## config.mk

```make
export PLATFORM = sky130hd
export DESIGN_NAME = uart_frame_tx_flat
export DESIGN_NICKNAME = d
export VERILOG_FILES = /design/src/rtl/uart_frame_tx_if.sv /design/src/rtl/uart_frame_tx.sv /design/src/flat_wrapper.sv
export SDC_FILE = /design/constraint.sdc
export NUM_CORES = 1
export LEC_CHECK = 0
export CAP_MARGIN = 20
export CELL_PAD_IN_SITES_DETAIL_PLACEMENT = 0
export CELL_PAD_IN_SITES_GLOBAL_PLACEMENT = 1
export CORE_UTILIZATION = 50
export CTS_CLUSTER_SIZE = 30
export DETAILED_ROUTE_END_ITERATION = 7
export DONT_BUFFER_PORTS = 1
export PLACE_DENSITY = 0.95
export SETUP_SLACK_MARGIN = 0.4
export SYNTH_ARGS = -nofsm -noshare
export SYNTH_HDL_FRONTEND = slang
export SYNTH_SLANG_ARGS = --single-unit
```

## constraint.sdc

```tcl
create_clock -name sys_clk -period 9.05 [get_ports sys_clk]
set_input_delay 2.2625 -clock sys_clk [delete_from_list [all_inputs] [get_ports sys_clk]]
set_output_delay 2.2625 -clock sys_clk [all_outputs]
set_load 0.02 [all_outputs]
```

## src/rtl/uart_frame_tx_if.sv

```systemverilog
// rtl/uart_frame_tx_if.sv - request/status bundle between the command sequencer and uart_frame_tx
interface uart_frame_tx_if #(
   parameter int MAX_BYTES = 16,
   parameter int NUM_CH    = 2
);
   localparam int LW = $clog2(MAX_BYTES + 1);

   logic                   start;
   logic [MAX_BYTES*8-1:0] frame_data;
   logic [LW-1:0]          frame_len;
   logic [NUM_CH-1:0]      ch_mask;
   logic [NUM_CH-1:0]      uart_txd;
   logic                   busy;
   logic                   trans_done;
   logic                   err_len;

   modport master (
      output start, frame_data, frame_len, ch_mask,
      input  uart_txd, busy, trans_done, err_len
   );

   modport slave (
      input  start, frame_data, frame_len, ch_mask,
      output uart_txd, busy, trans_done, err_len
   );
endinterface

```

## src/rtl/uart_frame_tx.sv

```systemverilog
// rtl/uart_frame_tx.sv - multi-byte UART frame sender with mirrored, per-line gated TX outputs
module uart_frame_tx #(
   parameter int CLK_FREQ  = 50000000,
   parameter int UART_BPS  = 9600,
   parameter int MAX_BYTES = 16,
   parameter int NUM_CH    = 2,
   parameter int PARITY    = 0,
   parameter int STOP_BITS = 1
) (
   input  logic             sys_clk,
   input  logic             sys_rst,
   uart_frame_tx_if.slave   bus
);
   localparam int BPS_CNT = CLK_FREQ / UART_BPS;
   localparam int CW      = $clog2(BPS_CNT);
   localparam int LW      = $clog2(MAX_BYTES + 1);

   typedef enum logic [2:0] {IDLE, START, DATA, PAR, STOP} state_t;

   state_t                 state_q, state_d;
   logic [CW-1:0]          baud_cnt_q, baud_cnt_d;
   logic [2:0]             bit_idx_q, bit_idx_d;
   logic [LW-1:0]          byte_idx_q, byte_idx_d;
   logic [LW-1:0]          len_q, len_d;
   logic [MAX_BYTES*8-1:0] data_q, data_d;
   logic [NUM_CH-1:0]      mask_q, mask_d;
   logic [NUM_CH-1:0]      txd_q, txd_d;
   logic                   start_prev_q, start_prev_d;
   logic                   done_q, done_d;
   logic                   err_q, err_d;

   logic                   start_edge;
   logic                   baud_wrap;
   logic                   len_ok;
   logic [7:0]             cur_byte;
   logic                   serial;

   always_comb begin
      state_d      = state_q;
      baud_cnt_d   = baud_cnt_q;
      bit_idx_d    = bit_idx_q;
      byte_idx_d   = byte_idx_q;
      len_d        = len_q;
      data_d       = data_q;
      mask_d       = mask_q;
      start_prev_d = bus.start;
      done_d       = 1'b0;
      err_d        = 1'b0;
      serial       = 1'b1;
      start_edge   = bus.start & ~start_prev_q;
      baud_wrap    = (baud_cnt_q == CW'(BPS_CNT - 1));
      len_ok       = (bus.frame_len != '0) && (bus.frame_len <= LW'(MAX_BYTES));

      if (state_q == IDLE) begin
         if (start_edge) begin
            if (len_ok) begin
               state_d    = START;
               data_d     = bus.frame_data;
               len_d      = bus.frame_len;
               mask_d     = bus.ch_mask;
               byte_idx_d = '0;
               bit_idx_d  = '0;
               baud_cnt_d = '0;
            end else begin
               err_d = 1'b1;
            end
         end
      end else begin
         baud_cnt_d = baud_wrap ? '0 : baud_cnt_q + CW'(1);
         if (baud_wrap) begin
            case (state_q)
               START: begin
                  state_d   = DATA;
                  bit_idx_d = '0;
               end
               DATA: begin
                  if (bit_idx_q == 3'd7) begin
                     state_d   = (PARITY != 0) ? PAR : STOP;
                     bit_idx_d = '0;
                  end else begin
                     bit_idx_d = bit_idx_q + 3'd1;
                  end
               end
               PAR: begin
                  state_d   = STOP;
                  bit_idx_d = '0;
               end
               STOP: begin
                  if (bit_idx_q == 3'(STOP_BITS - 1)) begin
                     bit_idx_d = '0;
                     // Chain straight into the next start bit so multi-byte frames have no idle gap.
                     if ((byte_idx_q + LW'(1)) < len_q) begin
                        byte_idx_d = byte_idx_q + LW'(1);
                        state_d    = START;
                     end else begin
                        state_d = IDLE;
                        done_d  = 1'b1;
                     end
                  end else begin
                     bit_idx_d = bit_idx_q + 3'd1;
                  end
               end
               default: state_d = IDLE;
            endcase
         end
      end

      // The line value is derived from next-state so the registered output lines up with the state.
      cur_byte = data_d[{byte_idx_d, 3'b000} +: 8];
      case (state_d)
         START:   serial = 1'b0;
         DATA:    serial = cur_byte[bit_idx_d];
         PAR:     serial = (PARITY == 1) ? ~^cur_byte : ^cur_byte;
         default: serial = 1'b1;
      endcase
      txd_d = {NUM_CH{serial}} | ~mask_d;
   end

   always_ff @(posedge sys_clk) begin
      if (sys_rst) begin
         state_q      <= IDLE;
         baud_cnt_q   <= '0;
         bit_idx_q    <= '0;
         byte_idx_q   <= '0;
         len_q        <= '0;
         data_q       <= '0;
         mask_q       <= '0;
         txd_q        <= '1;
         start_prev_q <= 1'b0;
         done_q       <= 1'b0;
         err_q        <= 1'b0;
      end else begin
         state_q      <= state_d;
         baud_cnt_q   <= baud_cnt_d;
         bit_idx_q    <= bit_idx_d;
         byte_idx_q   <= byte_idx_d;
         len_q        <= len_d;
         data_q       <= data_d;
         mask_q       <= mask_d;
         txd_q        <= txd_d;
         start_prev_q <= start_prev_d;
         done_q       <= done_d;
         err_q        <= err_d;
      end
   end

   assign bus.uart_txd   = txd_q;
   assign bus.busy       = (state_q != IDLE);
   assign bus.trans_done = done_q;
   assign bus.err_len    = err_q;
endmodule

```

## src/flat_wrapper.sv

```systemverilog
// flat-port wrapper written by rule: the top's interface ports become plain ports
module uart_frame_tx_flat 
#(
   parameter int CLK_FREQ  = 50000000,
   parameter int UART_BPS  = 9600,
   parameter int MAX_BYTES = 16,
   parameter int NUM_CH    = 2,
   parameter int PARITY    = 0,
   parameter int STOP_BITS = 1
)
  (sys_clk, sys_rst, bus_start, bus_frame_data, bus_frame_len, bus_ch_mask, bus_uart_txd, bus_busy, bus_trans_done, bus_err_len);
  uart_frame_tx_if #(.MAX_BYTES(MAX_BYTES), .NUM_CH(NUM_CH)) bus_i ();
  input  logic sys_clk;
  input  logic sys_rst;
  input wire logic [$bits(bus_i.start)-1:0] bus_start;
  input wire logic [$bits(bus_i.frame_data)-1:0] bus_frame_data;
  input wire logic [$bits(bus_i.frame_len)-1:0] bus_frame_len;
  input wire logic [$bits(bus_i.ch_mask)-1:0] bus_ch_mask;
  output wire logic [$bits(bus_i.uart_txd)-1:0] bus_uart_txd;
  output wire logic [$bits(bus_i.busy)-1:0] bus_busy;
  output wire logic [$bits(bus_i.trans_done)-1:0] bus_trans_done;
  output wire logic [$bits(bus_i.err_len)-1:0] bus_err_len;
  assign bus_i.start = bus_start;
  assign bus_i.frame_data = bus_frame_data;
  assign bus_i.frame_len = bus_frame_len;
  assign bus_i.ch_mask = bus_ch_mask;
  assign bus_uart_txd = bus_i.uart_txd;
  assign bus_busy = bus_i.busy;
  assign bus_trans_done = bus_i.trans_done;
  assign bus_err_len = bus_i.err_len;
  uart_frame_tx #(.CLK_FREQ(CLK_FREQ), .UART_BPS(UART_BPS), .MAX_BYTES(MAX_BYTES), .NUM_CH(NUM_CH), .PARITY(PARITY), .STOP_BITS(STOP_BITS)) u_core (.sys_clk(sys_clk), .sys_rst(sys_rst), .bus(bus_i));
endmodule
```

==> summary.txt, run 1 <==
Timing
  – Final hold slack: approximately 450 ps
  – Hold Vio Cnt, Final: 0
  – Rel. slew slack: 0.2595
  – Fin Setup TNS: 0 ps
  – Final number of setup-violating endpoints: 0
  – Worst Clk Skew: around 16 ps
  – Fin. max-slew vios: 0
  – Maximum clock frequency: between 150 and 200 MHz
  – Period utilization: 0.7107
  – RSZ-0062 raised after global routing: false
  – Clock period minus worst slack: 6432 ps
  – Worst-Margin Slew: approximately 1100 ps

Drt
  – Number of routed nets with antenna violations: 0
  – Vias after detailed routing: between 8000 and 9000
  – Number of DRC markers in iteration 0: 1108
  – Routed WL: between 20000 and 30000 um
  – WL/cell: roughly 21 um
  – Drt drc: 0
  – TritonRoute pass-1 iters: 6
  – Average vias per placed instance: ~6.4

CTS
  – Clk_lat worst skew: between 400 and 500 ps
  – Clk sinks: 164
  – Clk root buf: clkbuf_16
  – CTS tree: done
  – Clock slew at reported path FFs: ~70 ps
  – CTS buffer count: 17
  – Post-CTS Resized: 0
  – Hold-fix buffers at CTS: 0
  – Post-CTS setup buffers: 0
  – CTS Buffer Depth: 2
  – H-Tree Depth: 4

Final layout
  – FF+latch area: about 3300 um^2
  – Most frequent cells in the layout: nand2_1, dfxtp_1, a21oi_1
  – Util after Layout: 0.5529
  – ANT cells: 0
  – Fillers: roughly 1700
  – Commonest non-fill, non-tap cell in the layout: nand2_1
  – Area of the multi-input gates: about 5300 um^2
  – Area growth syn-to-layout: 6.515%
  – Layout cells sized above 1: 0.06840
  – Nets: 1289
  – Post-route cell area: roughly 9700 um^2

Floorplanning
  – Die H: ~140 um
  – I/O pin total: 143
  – Core Area: between 15000 and 20000 um^2
  – Die Width: ~140 um
  – Initial core utilization: 0.5190
  – Site Rows: 48
  – DIE AREA: ~19000 um^2

GRT
  – Total grt overflow: 0
  – Gr usage total: 0.3181
  – First-pass GRT wire length: approximately 45000 um
  – Initial antenna violation count: 1
  – Vias in the first global route: between 8000 and 9000
  – Largest net degree at the start of global routing: around 160

Worst setup path
  – Max FO, Critical Path: 20
  – CP Capture Type: flop
  – Critical path class: input pin to flop
  – Req. time, crit path: roughly 9400 ps
  – Reg2reg setup slack: approximately 3000 ps
  – Reg2Reg Depth: 17
  – Crit. Startpoint: bus_frame_len[0]
  – Data arrival, critical path: approximately 7000 ps
  – CP Launch Type: input pin
  – FF-to-FF End: u_core.bus.uart_txd[0]
  – Critical Path Sink: u_core.bus.uart_txd[0]
  – Launch point of the worst reg-to-reg path: u_core.byte_idx_q[1]

Synthesis
  – Yosys reg bits: approximately 160
  – Syn Nets: 1348
  – Area fraction of the dominant cell type after synthesis: 0.3607
  – Count of cell types in the netlist: between 80 and 90
  – Post-synthesis sequential area ratio: 0.3607
  – Ys async rst share: 0
  – Mean Syn Cell Area: 7.579 um^2
  – Cell taking the most area after synthesis: dfxtp_1
  – Number of synthesized flops with an enable pin: 0
  – Synthesized instance count: 1201
  – Ys Warns: 0
  – Syn Std Cell Area: 9102 um^2
  – Top cells by area, synth: dfxtp_1, nand2_1, a21oi_1
  – Top FF cell, synth: dfxtp_1

Place
  – IO buf count: 0
  – Hpwl dp: 20190 um
  – GP Congestion: a little under 1
  – Placed cell area: approximately 9000 um^2

Power and ir drop
  – VDD IR max: around 0.16 mV
  – P_leak: ~3.4 nW
  – PD cells: 179.5 nW/um^2
  – Tot Pwr: 1.740 mW

Min path
  – Tightest Hold Check Type: flop to flop
  – Hold Crit Start: u_core.data_q[89]

Status
  – Status: completed

Flow run
  – # Max-Cap Violations: 0
[synthesized netlist by cell type, types with 4 or more instances]
library cell and number:
nand2_1 265, dfxtp_1 164, a21oi_1 143, nor2_1 103, clkbuf_1 60, mux2i_1 52, o21ai_0 51, nand3_1 39
nor3_1 25, and3_1 19, a211oi_1 17, buf_2 17, inv_1 16, a31oi_1 15, o211ai_1 10, ha_1 9
mux2_2 9, nor2b_1 8, o22ai_1 8, or3_1 8, buf_6 7, nor4_1 7, o21ai_1 7, a311oi_1 6
or4_1 6, xnor2_1 6, a21o_1 5, a32oi_1 5, and2_1 5, buf_4 5, nand4_1 5, o221ai_1 5
mux4_2 4, nor3b_1 4
[where the power goes]
part	internal, mW	switching (mW)	total (mW)
Clock	0.480	0.313	0.792
Sequential	0.753	0.0199	0.772
Combinational	0.0655	0.110	0.175
Total	1.30	0.442	1.74
[per-stage QoR]
step                setup WS, ps  cells
floorplan                   3628   1201
global placement            2266   1348
detailed placement          2263   1348
CTS                         2729   1380
global route                2409   1380
finish                      2618   1380
[worst min-delay path by stage]
| stage | endpoint | slack, ps | depth (start not counted) |
|---|---|---|---|
| final | u_core.data_q[89] | 450 | 2 |
| after global routing | u_core.data_q[95] | 470 | 2 |
| after CTS | u_core.data_q[95] | 450 | 2 |
| after detailed placement | u_core.data_q[95] | 440 | 2 |
| after global placement | u_core.data_q[95] | 430 | 2 |
| after floorplan | u_core.data_q[111] | 430 | 2 |
[state kept, by name, indices dropped and copies added (netlist names)]
register,cells
u_core.len_q,5
u_core.baud_cnt_q,13
u_core.bit_idx_q,3
u_core.start_prev_q,1
u_core.bus.uart_txd,2
u_core.data_q,128
u_core.bus.err_len,1
u_core.mask_q,2
u_core.state_q,3
u_core.bus.trans_done,1
u_core.byte_idx_q,5
[kinds of logic after synthesis]
kind of cell | synth area share
compound gates | 0.2271
xor+xnor | 0.01196
fa+ha+maj | 0.01237
buf+inv | 0.05471
flops | 0.3607
mux | 0.07945
simple gates | 0.2537
[final cells by class]
cell class	count	share of cell area
Sequential cell	164	0.3386
Clock inverter	10	0.01729
Inverter	16	0.006194
Timing Repair Buffer	14	0.01084
Tap cell	225	0.02904
Multi-Input combinational cell	929	0.5501
Clock buffer	22	0.04788
[critical path: stages]
cell and delay, ps:
nor4_4 390, xor2_2 230, o21ai_2 430, a21o_1 540
nand2_1 750, mux2i_1 550, o221ai_1 200, a211oi_1 360
xor2_1 190, xnor3_1 240, xnor2_1 170, o41a_1 400
nand3_1 90
[per-layer routing]
metal  wire [um]  share of wire  track usage  vias to the layer above
met3        2609          0.089      0.07593                      100
li1            -              -            -                     4154
met2       13090           0.45       0.4896                      463
met5          12        0.00041            0                        -
met4        1374          0.047       0.1636                        2
met1       12190           0.42       0.4125                     4159
No activity file was read; power rests on OpenSTA's default activity.
==> inputs of run 2 (changes only) <==
Settings changed: ABC_AREA from default to 1, CORE_UTILIZATION 50 to 41, PLACE_DENSITY 0.95 to 0.87.
Clock period 9.05 ns to 5.7 ns, I/O delays scaled along.
==> run 2 against run 1 <==
Effect of this change:
- critical path depth is 14 higher
- routed wire length is 21% lower
- sequential share of layout area grew 1.4 points
- highest routed layer unchanged
- total power increased by 62%
- design area is 4.1% lower
- combinational power grew 92%
- clock power is 59% higher
- critical path type is now flop to flop
- sequential power grew 59%
- hold slack gained 19 ps
==> summary.txt, run 2 <==
GRT
  – First-pass GRT wire length: between 30000 and 40000 um
  – Initial antenna violation count: 3
  – Total grt overflow: 0
  – Vias in the first global route: approximately 7300
  – Gr usage total: 0.2187
  – Largest net degree at the start of global routing: roughly 150

Min path
  – Tightest Hold Check Type: flop to flop
  – Min-Delay Path Depth: 2
  – Hold Crit Start: u_core.len_q[2]
  – Worst Hold Path EP: u_core.len_q[2]

CTS
  – Clk_lat worst skew: between 400 and 500 ps
  – CTS Buffer Depth: 2
  – Clk root buf: clkbuf_16
  – Post-CTS setup buffers: 0
  – Hold-fix buffers at CTS: 0
  – H-Tree Depth: 4
  – CTS tree: done
  – Clock slew at reported path FFs: about 70 ps
  – Clk sinks: between 150 and 200
  – CTS buffer count: 17
  – Post-CTS Resized: 0

Power and ir drop
  – P_int: just over 2 mW
  – Tot Pwr: approximately 2.8 mW
  – P_leak: 4.287 nW
  – VDD IR max: between 0.2 and 0.25 mV
  – PD cells: between 300 and 400 nW/um^2
  – Clock power share: 0.446
  – Sequential share of power: 0.435
  – Sw Pwr: 0.7631 mW
  – Switching portion of total power: 0.2705
  – Part of the power in combinational logic: 0.119

Worst setup path
  – Reg2Reg Depth: 27
  – CP dominant cell by count: nand2_1
  – Max FO, Critical Path: 46
  – Critical Path Max Stage Delay: about 500 ps
  – Slowest cell on crit path: nand2_4
  – FF-to-FF End: u_core.bus.uart_txd[0]
  – Reg2reg setup slack: roughly 1200 ps
  – CP Launch Type: flop
  – Launch point of the worst reg-to-reg path: u_core.byte_idx_q[0]
  – Req. time, crit path: approximately 6000 ps
  – Data arrival, critical path: around 4800 ps
  – Critical path class: flop to flop
  – CP Capture Type: flop

Status
  – Status: completed

Floorplanning
  – Die H: roughly 150 um
  – Site Rows: between 50 and 60
  – DIE AREA: 21650 um^2
  – Die Width: about 150 um
  – Initial core utilization: 0.4228
  – I/O pin total: about 140
  – Core Area: 20430 um^2

Drt
  – Vias after detailed routing: 7837
  – Number of DRC markers in iteration 0: roughly 510
  – TritonRoute pass-1 iters: 5
  – Average vias per placed instance: about 5.0
  – Drt drc: 0
  – Routed WL: around 23000 um
  – Number of routed nets with antenna violations: 0
  – WL/cell: 14.84 um

Timing
  – Fin. max-slew vios: 0
  – Period utilization: 0.7833
  – Maximum clock frequency: 224.0 MHz
  – Worst-Margin Slew: about 900 ps
  – Hold Vio Cnt, Final: 0
  – RSZ-0062 raised after global routing: false
  – Clock period minus worst slack: 4465 ps
  – Worst Clk Skew: between 9 and 10 ps
  – Rel. slew slack: 0.4073
  – Fin Setup TNS: 0 ps
  – Final number of setup-violating endpoints: 0
  – Fin worst setup slack: approximately 1200 ps

Synthesis
  – Yosys reg bits: around 160
  – Count leader, synth: nand2_1
  – Syn Nets: roughly 1500
  – Number of synthesized flops with an enable pin: 0
  – Count of cell types in the netlist: 40
  – Mean Syn Cell Area: 6.549 um^2
  – Top cells by area, synth: dfxtp_1, nand2_1, nand3_1
  – Top FF cell, synth: dfxtp_1
  – Ys Warns: 0
  – Post-synth top cells: nand2_1, dfxtp_1, nor2_1, nand3_1, inv_1
  – Post-synthesis sequential area ratio: 0.3801
  – Area fraction of the dominant cell type after synthesis: 0.3801
  – Cell taking the most area after synthesis: dfxtp_1
  – Syn Std Cell Area: about 8600 um^2
  – Synthesized instance count: 1319
  – Ys async rst share: 0

Final layout
  – Layout cells sized above 1: 0.1010
  – Largest registers: u_core.data_q x128, u_core.baud_cnt_q x13
  – Area of the multi-input gates: ~4500 um^2
  – Area growth syn-to-layout: 7.633%
  – FF+latch area: between 3000 and 4000 um^2
  – Most frequent cells in the layout: nand2_1, dfxtp_1, nor2_1
  – Util after Layout: 0.4551
  – Nets: about 1400
  – Largest Register: u_core.data_q
  – Commonest non-fill, non-tap cell in the layout: nand2_1
  – Max reg flops: 128
  – Fillers: approximately 2200

Place
  – Setup Slack @ Placement: between 900 and 1000 ps
  – IO buf count: 0
  – GP Congestion: roughly 0.83
  – Hpwl dp: between 15000 and 20000 um

Flow run
  – # Max-Cap Violations: 0
## run 2: cell count changes in the layout (fill, tap and decap cells not counted), moves of 14 or more
cell      delta
and3_1      -18
or2_2       +47
inv_1      +106
a31oi_1     -14
a211oi_1    -16
nor3_1      -20
nor2_1      +54
o21ai_0     +60
nand3_1     +96
mux2i_1     -52
a21oi_1    -115
nand2_1    +106
## run 2: worst max path at each step
| stage | end | slack [ps] | from |
|---|---|---|---|
| floorplan | u_core.bus.uart_txd[0] | 2210 | bus_frame_len[0] |
| global placement | u_core.bus.uart_txd[1] | 1110 | bus_frame_len[0] |
| detailed placement | u_core.bus.uart_txd[0] | 960 | bus_frame_len[1] |
| CTS | u_core.bus.uart_txd[0] | 1200 | u_core.byte_idx_q[0] |
| global route | u_core.bus.uart_txd[1] | 870 | u_core.byte_idx_q[0] |
| finish | u_core.bus.uart_txd[0] | 1240 | u_core.byte_idx_q[0] |
## run 2: cell families after synthesis
logic type                 after synthesis  share of synthesized area
DFF                                    164                     0.3801
and+or+nand+nor                        756                     0.3873
buffers and inverters                  208                     0.1041
xor gates and xnor gates                 5                   0.005069
adders and majority gates                9                    0.01304
AOI/OAI and AO/OA                      177                     0.1104
## run 2: metrics by stage
step | hold WS [ps] | cell area [um^2] | instances
4_1_cts | 465.8 | 9295 | 1557
3_3_place_gp | 451.7 | 8658 | 1525
3_5_place_dp | 455.7 | 8658 | 1525
5_1_grt | 484.6 | 9295 | 1557
2_1_floorplan | 435.5 | 8638 | 1319
6_report | 466.7 | 9298 | 1558
## run 2: layer usage
layer	vias to the layer above	share of wire	GRT usage
li1	4082	-	-
met1	3545	0.45	0.2781
met2	181	0.48	0.3719
met3	27	0.055	0.04503
met4	2	0.014	0.06340
met5	-	0.00043	0
## run 2: critical path, delay by kind of cell, from the launching register on
kind	cells	cell delay [ps]
simple gates	20	2570
buf+inv	5	890
flops	1	400
fa+ha+maj	1	250
xor+xnor	1	190
## run 2: power groups by stage
| stage | combinational [mW] | clock (mW) | sequential [mW] |
|---|---|---|---|
| after floorplan | 0.282 | 0 | 1.25 |
| after global placement | 0.332 | 0 | 1.25 |
| after detailed placement | 0.336 | 0 | 1.25 |
| after CTS | 0.338 | 1.27 | 1.23 |
| after global routing | 0.391 | 1.31 | 1.23 |
| final | 0.336 | 1.26 | 1.23 |
## run 2: final cells by class
class	count	share of cell area
timing repair buffer	9	0.007267
sequential	164	0.3531
inverter	135	0.05450
clock buffer	19	0.04871
clock inverter	13	0.01978
tap	270	0.03633
antenna	1	0.0002691
multi-input combinational	947	0.4800
==> inputs of run 3 (changes only) <==
Clock period 5.7 ns to 4.1 ns, I/O delays scaled along.
==> run 3 against run 2 <==
Effect of this change:
- register-to-register slack got worse by 570 ps
- clock power increased by 25%
- non-clock buffer count is 15 higher
- critical endpoint unchanged
==> summary.txt, run 3 (synthesis gave the netlist of run 2 again) <==
Timing
  – Period utilization: 0.8366
  – Fin Setup TNS: 0 ps
  – Clock period minus worst slack: approximately 3400 ps
  – Final number of setup-violating endpoints: 0
  – Final hold slack: between 400 and 500 ps
  – Rel. slew slack: 0.6051
  – Worst-Margin Slew: about 600 ps
  – Worst Clk Skew: 11.17 ps
  – Hold Vio Cnt, Final: 0
  – Maximum clock frequency: approximately 300 MHz
  – RSZ-0062 raised after global routing: false
  – Fin worst setup slack: around 670 ps
  – Fin. max-slew vios: 0

GRT
  – Largest net degree at the start of global routing: around 150
  – Initial antenna violation count: 7
  – First-pass GRT wire length: ~39000 um
  – Vias in the first global route: 7498
  – Total grt overflow: 0
  – Gr usage total: 0.2257

Power and ir drop
  – VDD IR max: approximately 0.28 mV
  – P_int: ~2.7 mW
  – Tot Pwr: between 3 and 4 mW
  – Sw Pwr: around 1.0 mW
  – PD cells: approximately 400 nW/um^2
  – P_leak: around 4.4 nW
  – Sequential share of power: 0.455
  – Switching portion of total power: 0.2741
  – Clock power share: 0.420
  – Part of the power in combinational logic: 0.125

Drt
  – Number of routed nets with antenna violations: 0
  – Routed WL: roughly 24000 um
  – Vias after detailed routing: approximately 7900
  – TritonRoute pass-1 iters: 5
  – WL/cell: roughly 15 um
  – Average vias per placed instance: about 5.0
  – Drt drc: 0
  – Number of DRC markers in iteration 0: approximately 520

Final layout
  – Max reg flops: approximately 130
  – Area growth syn-to-layout: 10.05%
  – Most frequent cells in the layout: nand2_1, dfxtp_1, nor2_1
  – Post-route cell area: 9507 um^2
  – Fillers: 2170
  – Util after Layout: 0.4653
  – Non-Filler Instances: roughly 1600
  – Layout cells sized above 1: 0.1167
  – Largest Register: u_core.data_q
  – Commonest non-fill, non-tap cell in the layout: nand2_1
  – Nets: 1437
  – Largest registers: u_core.data_q x128, u_core.baud_cnt_q x13

Worst setup path
  – Critical Path Max Stage Delay: between 300 and 400 ps
  – Data arrival, critical path: approximately 3800 ps
  – CP Buf/Inv Count: 5
  – Req. time, crit path: between 4000 and 5000 ps
  – Slowest cell on crit path: dfxtp_2
  – CP delay by family, top: simple AND/OR/NAND/NOR gates
  – CP Capture Type: flop
  – CP dominant cell by count: nand2_1
  – CP Launch Type: flop
  – Critical path class: flop to flop
  – Max FO, Critical Path: 18

Place
  – Placed cell area: 8761 um^2
  – GP Congestion: ~0.86
  – Setup Slack @ Placement: 349.1 ps
  – IO buf count: 0
  – Placed insts: approximately 1500
  – Hpwl dp: 16540 um

CTS
  – Clk_lat worst skew: roughly 440 ps
  – Clk root buf: clkbuf_16
  – CTS tree: done
  – H-Tree Depth: 4
  – Clock slew at reported path FFs: approximately 70 ps
  – Hold-fix buffers at CTS: 0
  – Clk sinks: roughly 160
  – CTS Buffer Depth: 2
  – CTS buffer count: 17

Floorplanning
  – DIE AREA: ~22000 um^2
  – I/O pin total: approximately 140
  – Site Rows: 52
  – Core Area: 20430 um^2
  – Die H: about 150 um
  – Die Width: between 100 and 150 um
  – Initial core utilization: 0.4228

Min path
  – Tightest Hold Check Type: flop to flop

Status
  – Status: completed

Flow run
  – # Max-Cap Violations: 0
run 3: cell count changes in the layout (fill, tap and decap cells not counted), moves of 3 or more:
cell / change
buf_12: +4
clkinvlp_4: +3
diode_2: +3
dfxtp_1: -3
buf_4: +7
dfxtp_2: +3
run 3: routing by layer:
| metal | track usage | up-vias | share of wire |
|---|---|---|---|
| li1 | - | 4134 | - |
| met1 | 0.2749 | 3543 | 0.45 |
| met2 | 0.3842 | 172 | 0.48 |
| met3 | 0.05373 | 35 | 0.047 |
| met4 | 0.08402 | 4 | 0.018 |
| met5 | 0 | - | 0.00092 |
run 3: worst register-to-register path, cell delays in order (launching register included):
cell and delay (ps):
dfxtp_2 380, inv_1 90, nor3_2 220, xor2_1 200
ha_1 260, nand2_1 80, inv_1 40, nand2_1 70
nand3_2 120, nor2_4 190, nand2_4 100, inv_2 90
nand2_1 70, o21ai_2 80, nand2_4 200, inv_8 180
nand3_1 130, nand3_1 170, nand3_2 110, inv_1 80
nand2_1 50, nand2_1 90, nand2_1 60, nand2_1 60
nand2_1 60, nand3_2 70, nand3_1 80
run 3: final cells by class:
class / count / area [um^2] / area share
Clock inverter: 13 / 122.6 / 0.01290
Tap cell: 270 / 337.8 / 0.03554
Inverter: 135 / 516.7 / 0.05436
Sequential cell: 164 / 3287 / 0.3457
Antenna cell: 4 / 10.01 / 0.001053
Clock buffer: 19 / 452.9 / 0.04764
Multi-Input combinational cell: 948 / 4527 / 0.4762
Timing Repair Buffer: 24 / 252.7 / 0.02659
run 3: power groups by stage:
| stage | sequential, mW | combinational (mW) | clock (mW) |
|---|---|---|---|
| finish | 1.71 | 0.471 | 1.58 |
| global route | 1.72 | 0.549 | 1.67 |
| CTS | 1.71 | 0.473 | 1.60 |
| detailed placement | 1.74 | 0.469 | 0 |
| global placement | 1.74 | 0.463 | 0 |
| floorplan | 1.74 | 0.392 | 0 |
run 3: final timing paths:
check             slack [ps]                     end            startpoint  cells after the start
setup reg to reg         670  u_core.bus.uart_txd[0]  u_core.byte_idx_q[1]                     26
hold reg to reg          470         u_core.len_q[2]       u_core.len_q[2]                      2
setup / recovery         670  u_core.bus.uart_txd[0]  u_core.byte_idx_q[1]                     26
hold / removal           470         u_core.len_q[2]       u_core.len_q[2]                      2
run 3: repair_timing:
item / 4_1_cts / 5_1_grt
pin swaps: 0 / 4
setup buffers: 0 / 8
endpoints found under the setup margin: 2 / 2
gates resized for setup: 1 / 22
gates cloned: 0 / 1
